$ cat src/rtl/adjmat_arbiter_if.sv
// Requester/AdjMat bus bundle for adjmat_arbiter. master = requesters + AdjMat
// side (testbench or Container), slave = the arbiter itself.
`ifndef PRED_WIDTH
`define PRED_WIDTH 4
`endif
`ifndef WEIGHT_WIDTH
`define WEIGHT_WIDTH 15
`endif

interface adjmat_arbiter_if #(
    parameter int NREQ   = 3,
    parameter int ADDR_W = `PRED_WIDTH + 1,
    parameter int DATA_W = `WEIGHT_WIDTH + 1
);
    logic [NREQ-1:0]        req;
    logic [NREQ-1:0]        req_lock;
    logic [NREQ-1:0]        req_we;
    logic [NREQ*ADDR_W-1:0] req_row;
    logic [NREQ*ADDR_W-1:0] req_col;
    logic [NREQ*DATA_W-1:0] req_wdata;
    logic [NREQ-1:0]        gnt;
    logic [NREQ-1:0]        rvalid;
    logic [DATA_W-1:0]      rdata;
    logic [ADDR_W-1:0]      adjmat_row_addr;
    logic [ADDR_W-1:0]      adjmat_col_addr;
    logic [DATA_W-1:0]      adjmat_data;
    logic                   adjmat_we;
    logic [DATA_W-1:0]      adjmat_q;

    modport master (
        output req, req_lock, req_we, req_row, req_col, req_wdata, adjmat_q,
        input  gnt, rvalid, rdata, adjmat_row_addr, adjmat_col_addr, adjmat_data, adjmat_we
    );

    modport slave (
        input  req, req_lock, req_we, req_row, req_col, req_wdata, adjmat_q,
        output gnt, rvalid, rdata, adjmat_row_addr, adjmat_col_addr, adjmat_data, adjmat_we
    );
endinterface

$ cat src/rtl/adjmat_arbiter.sv
// Round-robin arbiter with burst lock sharing the single AdjMat port.
// Optional grant/conflict statistics enabled by defining ADJMAT_ARB_STATS_EN.
module adjmat_arbiter #(
    parameter int NREQ     = 3,
    parameter int ADDR_W   = `PRED_WIDTH + 1,
    parameter int DATA_W   = `WEIGHT_WIDTH + 1,
    parameter int MAX_LOCK = 8
) (
    input  logic                 clk,
    input  logic                 reset,
    adjmat_arbiter_if.slave      bus
`ifdef ADJMAT_ARB_STATS_EN
    ,
    output logic [NREQ*16-1:0]   stat_grants,
    output logic [15:0]          stat_conflicts
`endif
);
    localparam int IDX_W  = (NREQ > 1) ? $clog2(NREQ) : 1;
    localparam int LOCK_W = $clog2(MAX_LOCK + 1);
    localparam logic [LOCK_W-1:0] LOCK_LIMIT = LOCK_W'(MAX_LOCK);
    localparam logic [NREQ-1:0]   REQ_ONE    = NREQ'(1);

    logic [IDX_W-1:0]  r_lastWinner;
    logic              r_lockActive;
    logic [LOCK_W-1:0] r_lockCount;
    logic [ADDR_W-1:0] r_rowAddr;
    logic [ADDR_W-1:0] r_colAddr;
    logic [DATA_W-1:0] r_data;
    logic              r_we;
    logic [NREQ-1:0]   r_rdPipe1;
    logic [NREQ-1:0]   r_rdPipe2;

    logic              w_winValid;
    logic [IDX_W-1:0]  w_winIdx;
    logic              w_forced;
    logic [NREQ-1:0]   w_gnt;

    // Locked owner keeps the port until it drops req or exhausts MAX_LOCK;
    // otherwise scan from last winner + 1, which puts an expired owner last.
    always_comb begin
        w_winValid = 1'b0;
        w_winIdx   = '0;
        w_forced   = 1'b0;
        if (r_lockActive && bus.req[r_lastWinner] && (r_lockCount < LOCK_LIMIT)) begin
            w_winValid = 1'b1;
            w_winIdx   = r_lastWinner;
        end else begin
            w_forced = r_lockActive && (r_lockCount >= LOCK_LIMIT);
            for (int k = 1; k <= NREQ; k++) begin
                if (!w_winValid && bus.req[(int'(r_lastWinner) + k) % NREQ]) begin
                    w_winValid = 1'b1;
                    w_winIdx   = IDX_W'((int'(r_lastWinner) + k) % NREQ);
                end
            end
        end
    end

    assign w_gnt = (reset && w_winValid) ? (REQ_ONE << w_winIdx) : '0;

    always_ff @(posedge clk) begin
        if (!reset) begin
            r_lastWinner <= IDX_W'(NREQ - 1);
            r_lockActive <= 1'b0;
            r_lockCount  <= '0;
            r_rowAddr    <= '0;
            r_colAddr    <= '0;
            r_data       <= '0;
            r_we         <= 1'b0;
            r_rdPipe1    <= '0;
            r_rdPipe2    <= '0;
        end else begin
            r_we      <= 1'b0;
            r_rdPipe1 <= '0;
            r_rdPipe2 <= r_rdPipe1;
            if (r_lockActive && !bus.req[r_lastWinner]) begin
                r_lockActive <= 1'b0;
                r_lockCount  <= '0;
            end
            if (w_winValid) begin
                r_lastWinner <= w_winIdx;
                r_rowAddr    <= bus.req_row[w_winIdx*ADDR_W +: ADDR_W];
                r_colAddr    <= bus.req_col[w_winIdx*ADDR_W +: ADDR_W];
                r_data       <= bus.req_wdata[w_winIdx*DATA_W +: DATA_W];
                r_we         <= bus.req_we[w_winIdx];
                r_rdPipe1    <= bus.req_we[w_winIdx] ? '0 : w_gnt;
                if (w_forced || !bus.req_lock[w_winIdx]) begin
                    r_lockActive <= 1'b0;
                    r_lockCount  <= '0;
                end else begin
                    r_lockActive <= 1'b1;
                    r_lockCount  <= (r_lockActive && (w_winIdx == r_lastWinner))
                                    ? r_lockCount + LOCK_W'(1) : LOCK_W'(1);
                end
            end
        end
    end

    assign bus.gnt             = w_gnt;
    assign bus.rvalid          = r_rdPipe2;
    assign bus.rdata           = bus.adjmat_q;
    assign bus.adjmat_row_addr = r_rowAddr;
    assign bus.adjmat_col_addr = r_colAddr;
    assign bus.adjmat_data     = r_data;
    assign bus.adjmat_we       = r_we;

`ifdef ADJMAT_ARB_STATS_EN
    logic [NREQ*16-1:0] r_statGrants;
    logic [15:0]        r_statConflicts;
    logic               w_multiReq;

    // Clearing the lowest set bit leaves something only when two or more requesters ask.
    assign w_multiReq = |(bus.req & (bus.req - REQ_ONE));

    always_ff @(posedge clk) begin
        if (!reset) begin
            r_statGrants    <= '0;
            r_statConflicts <= '0;
        end else begin
            for (int i = 0; i < NREQ; i++) begin
                if (w_gnt[i] && (r_statGrants[i*16 +: 16] != 16'hFFFF))
                    r_statGrants[i*16 +: 16] <= r_statGrants[i*16 +: 16] + 16'd1;
            end
            if (w_multiReq && (r_statConflicts != 16'hFFFF))
                r_statConflicts <= r_statConflicts + 16'd1;
        end
    end

    assign stat_grants    = r_statGrants;
    assign stat_conflicts = r_statConflicts;
`endif
endmodule

$ cat src/flat_wrapper.sv
// flat-port wrapper written by rule: the top's interface ports become plain ports
module adjmat_arbiter_flat 
#(
    parameter int NREQ     = 3,
    parameter int ADDR_W   = `PRED_WIDTH + 1,
    parameter int DATA_W   = `WEIGHT_WIDTH + 1,
    parameter int MAX_LOCK = 8
)
  (clk, reset, bus_req, bus_req_lock, bus_req_we, bus_req_row, bus_req_col, bus_req_wdata, bus_adjmat_q, bus_gnt, bus_rvalid, bus_rdata, bus_adjmat_row_addr, bus_adjmat_col_addr, bus_adjmat_data, bus_adjmat_we);
  adjmat_arbiter_if #(.NREQ(NREQ), .ADDR_W(ADDR_W), .DATA_W(DATA_W)) bus_i ();
  input  logic clk;
  input  logic reset;
  input wire logic [$bits(bus_i.req)-1:0] bus_req;
  input wire logic [$bits(bus_i.req_lock)-1:0] bus_req_lock;
  input wire logic [$bits(bus_i.req_we)-1:0] bus_req_we;
  input wire logic [$bits(bus_i.req_row)-1:0] bus_req_row;
  input wire logic [$bits(bus_i.req_col)-1:0] bus_req_col;
  input wire logic [$bits(bus_i.req_wdata)-1:0] bus_req_wdata;
  input wire logic [$bits(bus_i.adjmat_q)-1:0] bus_adjmat_q;
  output wire logic [$bits(bus_i.gnt)-1:0] bus_gnt;
  output wire logic [$bits(bus_i.rvalid)-1:0] bus_rvalid;
  output wire logic [$bits(bus_i.rdata)-1:0] bus_rdata;
  output wire logic [$bits(bus_i.adjmat_row_addr)-1:0] bus_adjmat_row_addr;
  output wire logic [$bits(bus_i.adjmat_col_addr)-1:0] bus_adjmat_col_addr;
  output wire logic [$bits(bus_i.adjmat_data)-1:0] bus_adjmat_data;
  output wire logic [$bits(bus_i.adjmat_we)-1:0] bus_adjmat_we;
  assign bus_i.req = bus_req;
  assign bus_i.req_lock = bus_req_lock;
  assign bus_i.req_we = bus_req_we;
  assign bus_i.req_row = bus_req_row;
  assign bus_i.req_col = bus_req_col;
  assign bus_i.req_wdata = bus_req_wdata;
  assign bus_i.adjmat_q = bus_adjmat_q;
  assign bus_gnt = bus_i.gnt;
  assign bus_rvalid = bus_i.rvalid;
  assign bus_rdata = bus_i.rdata;
  assign bus_adjmat_row_addr = bus_i.adjmat_row_addr;
  assign bus_adjmat_col_addr = bus_i.adjmat_col_addr;
  assign bus_adjmat_data = bus_i.adjmat_data;
  assign bus_adjmat_we = bus_i.adjmat_we;
  adjmat_arbiter #(.NREQ(NREQ), .ADDR_W(ADDR_W), .DATA_W(DATA_W), .MAX_LOCK(MAX_LOCK)) u_core (.clk(clk), .reset(reset), .bus(bus_i));
endmodule
$ cat config.mk
export PLATFORM = sky130hd
export DESIGN_NAME = adjmat_arbiter_flat
export DESIGN_NICKNAME = d
export VERILOG_FILES = /design/src/rtl/adjmat_arbiter_if.sv /design/src/rtl/adjmat_arbiter.sv /design/src/flat_wrapper.sv
export SDC_FILE = /design/constraint.sdc
export NUM_CORES = 1
export LEC_CHECK = 0
export CORE_ASPECT_RATIO = 0.7
export CORE_UTILIZATION = 35
export DETAILED_ROUTE_END_ITERATION = 7
export PLACE_DENSITY_LB_ADDON = 0.12
export SLEW_MARGIN = 25
export SYNTH_ARGS = -nofsm -noshare
export SYNTH_HDL_FRONTEND = slang
export SYNTH_SLANG_ARGS = --single-unit
$ cat constraint.sdc
create_clock -name clk -period 6.3 [get_ports clk]
set_input_delay 1.26 -clock clk [delete_from_list [all_inputs] [get_ports clk]]
set_output_delay 1.26 -clock clk [all_outputs]
set_load 0.03 [all_outputs]
==> results.json <==
{
  "status": "finished clean",
  "nNetsFinal": 472,
  "rsz0062_at_grt": "no",
  "cp.buffers_inverters": 2,
  "dp_hpwl_mm": 5.02,
  "drive_gt1_share_pct": 6.06,
  "dieArea_um2": 6600,
  "max_freq_mhz": 186,
  "path_depth": 8,
  "clkTransAtPathRegs_ps": 70,
  "crit_family": "buffers and inverters",
  "dr.first_iter.drc_count": 90,
  "start_util_pct": 37.4,
  "total_power_mw": 1.59,
  "gr-total-overflow": 0,
  "timing.max_cap.violations": 0,
  "nFillCells": 550,
  "synth_async_sr_flop_share_pct": 0,
  "synth_cell_types": 44,
  "rrSetupSlack_ps": 2910,
  "hold_path.class": "reg -> reg",
  "portBuffers": 121,
  "via_per_inst": 5.27,
  "ant_nets": 0,
  "path_cells": "clkdlybuf4s50_1, nor2_1, maj3_1, a221oi_2, nand2b_1, nand2_1, nor3_1, clkdlybuf4s50_1",
  "cts_buffers": 5,
  "clk_latency_ps": 280,
  "seq_area_frac_synth_pct": 36.5,
  "yosysWarningCount": 0,
  "die_w_um": 96.6,
  "num_rows": 23,
  "cts_buffer_depth": 2,
  "cp-start-kind": "input port",
  "setup-tns-final_ps": 0,
  "vias": 2309,
  "grt_pass1_wl_mm": 10.6,
  "slowest_delay_ps": 700,
  "final.setup_skew_ps": 7.51,
  "insertedDiodeCount": 0,
  "finalCriticalPeriod_ps": 5390,
  "startpoint": "bus_req[2]",
  "drtPass1Iterations": 4,
  "synthesis.nets": 371,
  "syn_inst": 262,
  "place_congestion": 0.814,
  "hold_viol": 0,
  "grt_pass1_vias": 2173,
  "synthFlopType": "dfxtp_1",
  "arrival_ps": 4130,
  "synth_edf_count": 0,
  "coreArea_um2": 5870,
  "grt_usage_pct": 20.2,
  "reg2reg_depth": 10,
  "ys_ff_latch": 40,
  "wl_per_cell_um": 15.9,
  "cp-end-kind": "output port",
  "crit_top_cell": "clkdlybuf4s50_1",
  "hold_start": "u_core.r_rdPipe1[0]",
  "cts.sinks": 40,
  "endpoint": "bus_gnt[0]",
  "slowest_stage": "clkdlybuf4s50_1",
  "critPathMaxFanout": 8,
  "min_period_over_period_pct": 85.5,
  "postCtsSetupRepairBufs": 0,
  "grt_max_degree": 29,
  "fp.dieH_um": 68.3,
  "tightestPinTransition_ps": 636,
  "area_delta_synth_final_pct": 57.0,
  "final_util_pct": 58.7,
  "whs_ps": 442,
  "setup_viol": 0,
  "pin_count": 154,
  "route.detailed.drc": 0,
  "power_density_nw_per_um2": 461,
  "relSlewSlack_pct": 57.6,
  "critPathKind": "in -> out",
  "cts_tree": "yes",
  "routed_wl_mm": 6.95,
  "syn_avg_cell_area_um2": 8.38,
  "setup_ws_ps": 911,
  "syn_area_um2": 2190,
  "reg2reg_from": "u_core.r_lastWinner[0]",
  "cts.repair.resized": 0,
  "drv_slew": 0,
  "reg2reg_to": "u_core.r_lockCount[3]",
  "antenna_found_initial": 0,
  "pre_cts_ws_ps": 919,
  "htree_levels": 2,
  "required_ps": 5040,
  "holdBufCountCts": 0,
  "p_leak_nw": 1.31,
  "ir_drop_mv": 0.179,
  "cts-root-buf": "clkbuf_8"
}
[how the worst min path moves through the flow]
| stage | end | slack (ps) | cells past startpoint |
|---|---|---|---|
| finish | u_core.bus.rvalid[0] | 440 | 1 |
| global route | u_core.bus.rvalid[1] | 470 | 1 |
| CTS | u_core.bus.rvalid[0] | 440 | 1 |
| detailed placement | u_core.bus.rvalid[1] | 420 | 1 |
| global placement | u_core.bus.rvalid[0] | 420 | 1 |
| floorplan | u_core.bus.rvalid[0] | 410 | 1 |
[per-layer routing]
| metal | track usage [%] | routed length (µm) | part of all wire [%] |
|---|---|---|---|
| met5 | 0 | 0 | 0 |
| met1 | 26.6 | 3230 | 46 |
| met3 | 5.21 | 494 | 7.1 |
| met4 | 5.04 | 39 | 0.56 |
| met2 | 33.5 | 3190 | 46 |
[layout make-up]
cell class                 count  area, µm²  area share (%)
clock inverter                 1       5.00           0.145
clock buffer                   6       72.6            2.11
multi-input combinational    181       1180            34.2
sequential                    40        801            23.2
inverter                       8       30.0           0.871
tap                           75       93.8            2.72
timing repair buffer         127       1260            36.7
[power by group]
part / switching [mW] / internal (mW)
Combinational: 0.600 / 0.425
Clock: 0.0859 / 0.0754
Sequential: 0.0593 / 0.342
[cells by family (layout without fill, tap and decap cells)]
logic type / count (synthesis) / in the layout / synth area share, %
AND/OR/NAND/NOR: 71 / 71 / 16.9
flip-flops: 40 / 40 / 36.5
multiplexers: 1 / 1 / 0.456
buffers and inverters: 41 / 142 / 10.0
adder cells (fa/ha/maj): 5 / 5 / 2.74
AO/OA/AOI/OAI: 104 / 104 / 33.4
[registers in the layout, indices dropped and copies added (netlist names)]
register and count:
u_core.bus.adjmat_col_addr 5, u_core.r_lastWinner 2, u_core.bus.rvalid 3, u_core.bus.adjmat_we 1, u_core.r_lockCount 4, u_core.bus.adjmat_row_addr 5
u_core.bus.adjmat_data 16, u_core.r_lockActive 1, u_core.r_rdPipe1 3
[cell usage after synthesis (2+ instances only)]
cell type | instances | area [µm²]
dfxtp_1 | 40 | 801
nand2_1 | 34 | 128
o21ai_0 | 31 | 155
a21oi_1 | 30 | 150
a221oi_1 | 26 | 228
buf_4 | 16 | 120
clkbuf_1 | 12 | 45.0
inv_1 | 8 | 30.0
and2_1 | 6 | 37.5
nor2_1 | 6 | 22.5
buf_2 | 5 | 25.0
nor2b_1 | 5 | 31.3
ha_1 | 4 | 50.1
and3_1 | 3 | 18.8
nand3_1 | 3 | 15.0
a22o_1 | 2 | 17.5
a41o_1 | 2 | 20.0
nand2b_1 | 2 | 12.5
or3_1 | 2 | 12.5
[cell usage in the layout (no fill, tap or decap), types with 2 or more instances in the layout]
cell type        instances
clkdlybuf4s50_1        121
dfxtp_1                 40
nand2_1                 34
o21ai_0                 31
a21oi_1                 30
a221oi_1                26
inv_1                    8
nor2_1                   6
and2_1                   6
nor2b_1                  5
clkbuf_8                 5
buf_4                    5
ha_1                     4
nand3_1                  3
and3_1                   3
nand2b_1                 2
or3_1                    2
a22o_1                   2
a41o_1                   2
[per-stage QoR]
| stage | std cells | cell area (µm²) |
|---|---|---|
| finish | 438 | 3450 |
| floorplan | 262 | 2190 |
| CTS | 437 | 3430 |
| global route | 438 | 3450 |
| global placement | 430 | 3350 |
| detailed placement | 430 | 3350 |
Power figures use the tool's default switching activity.
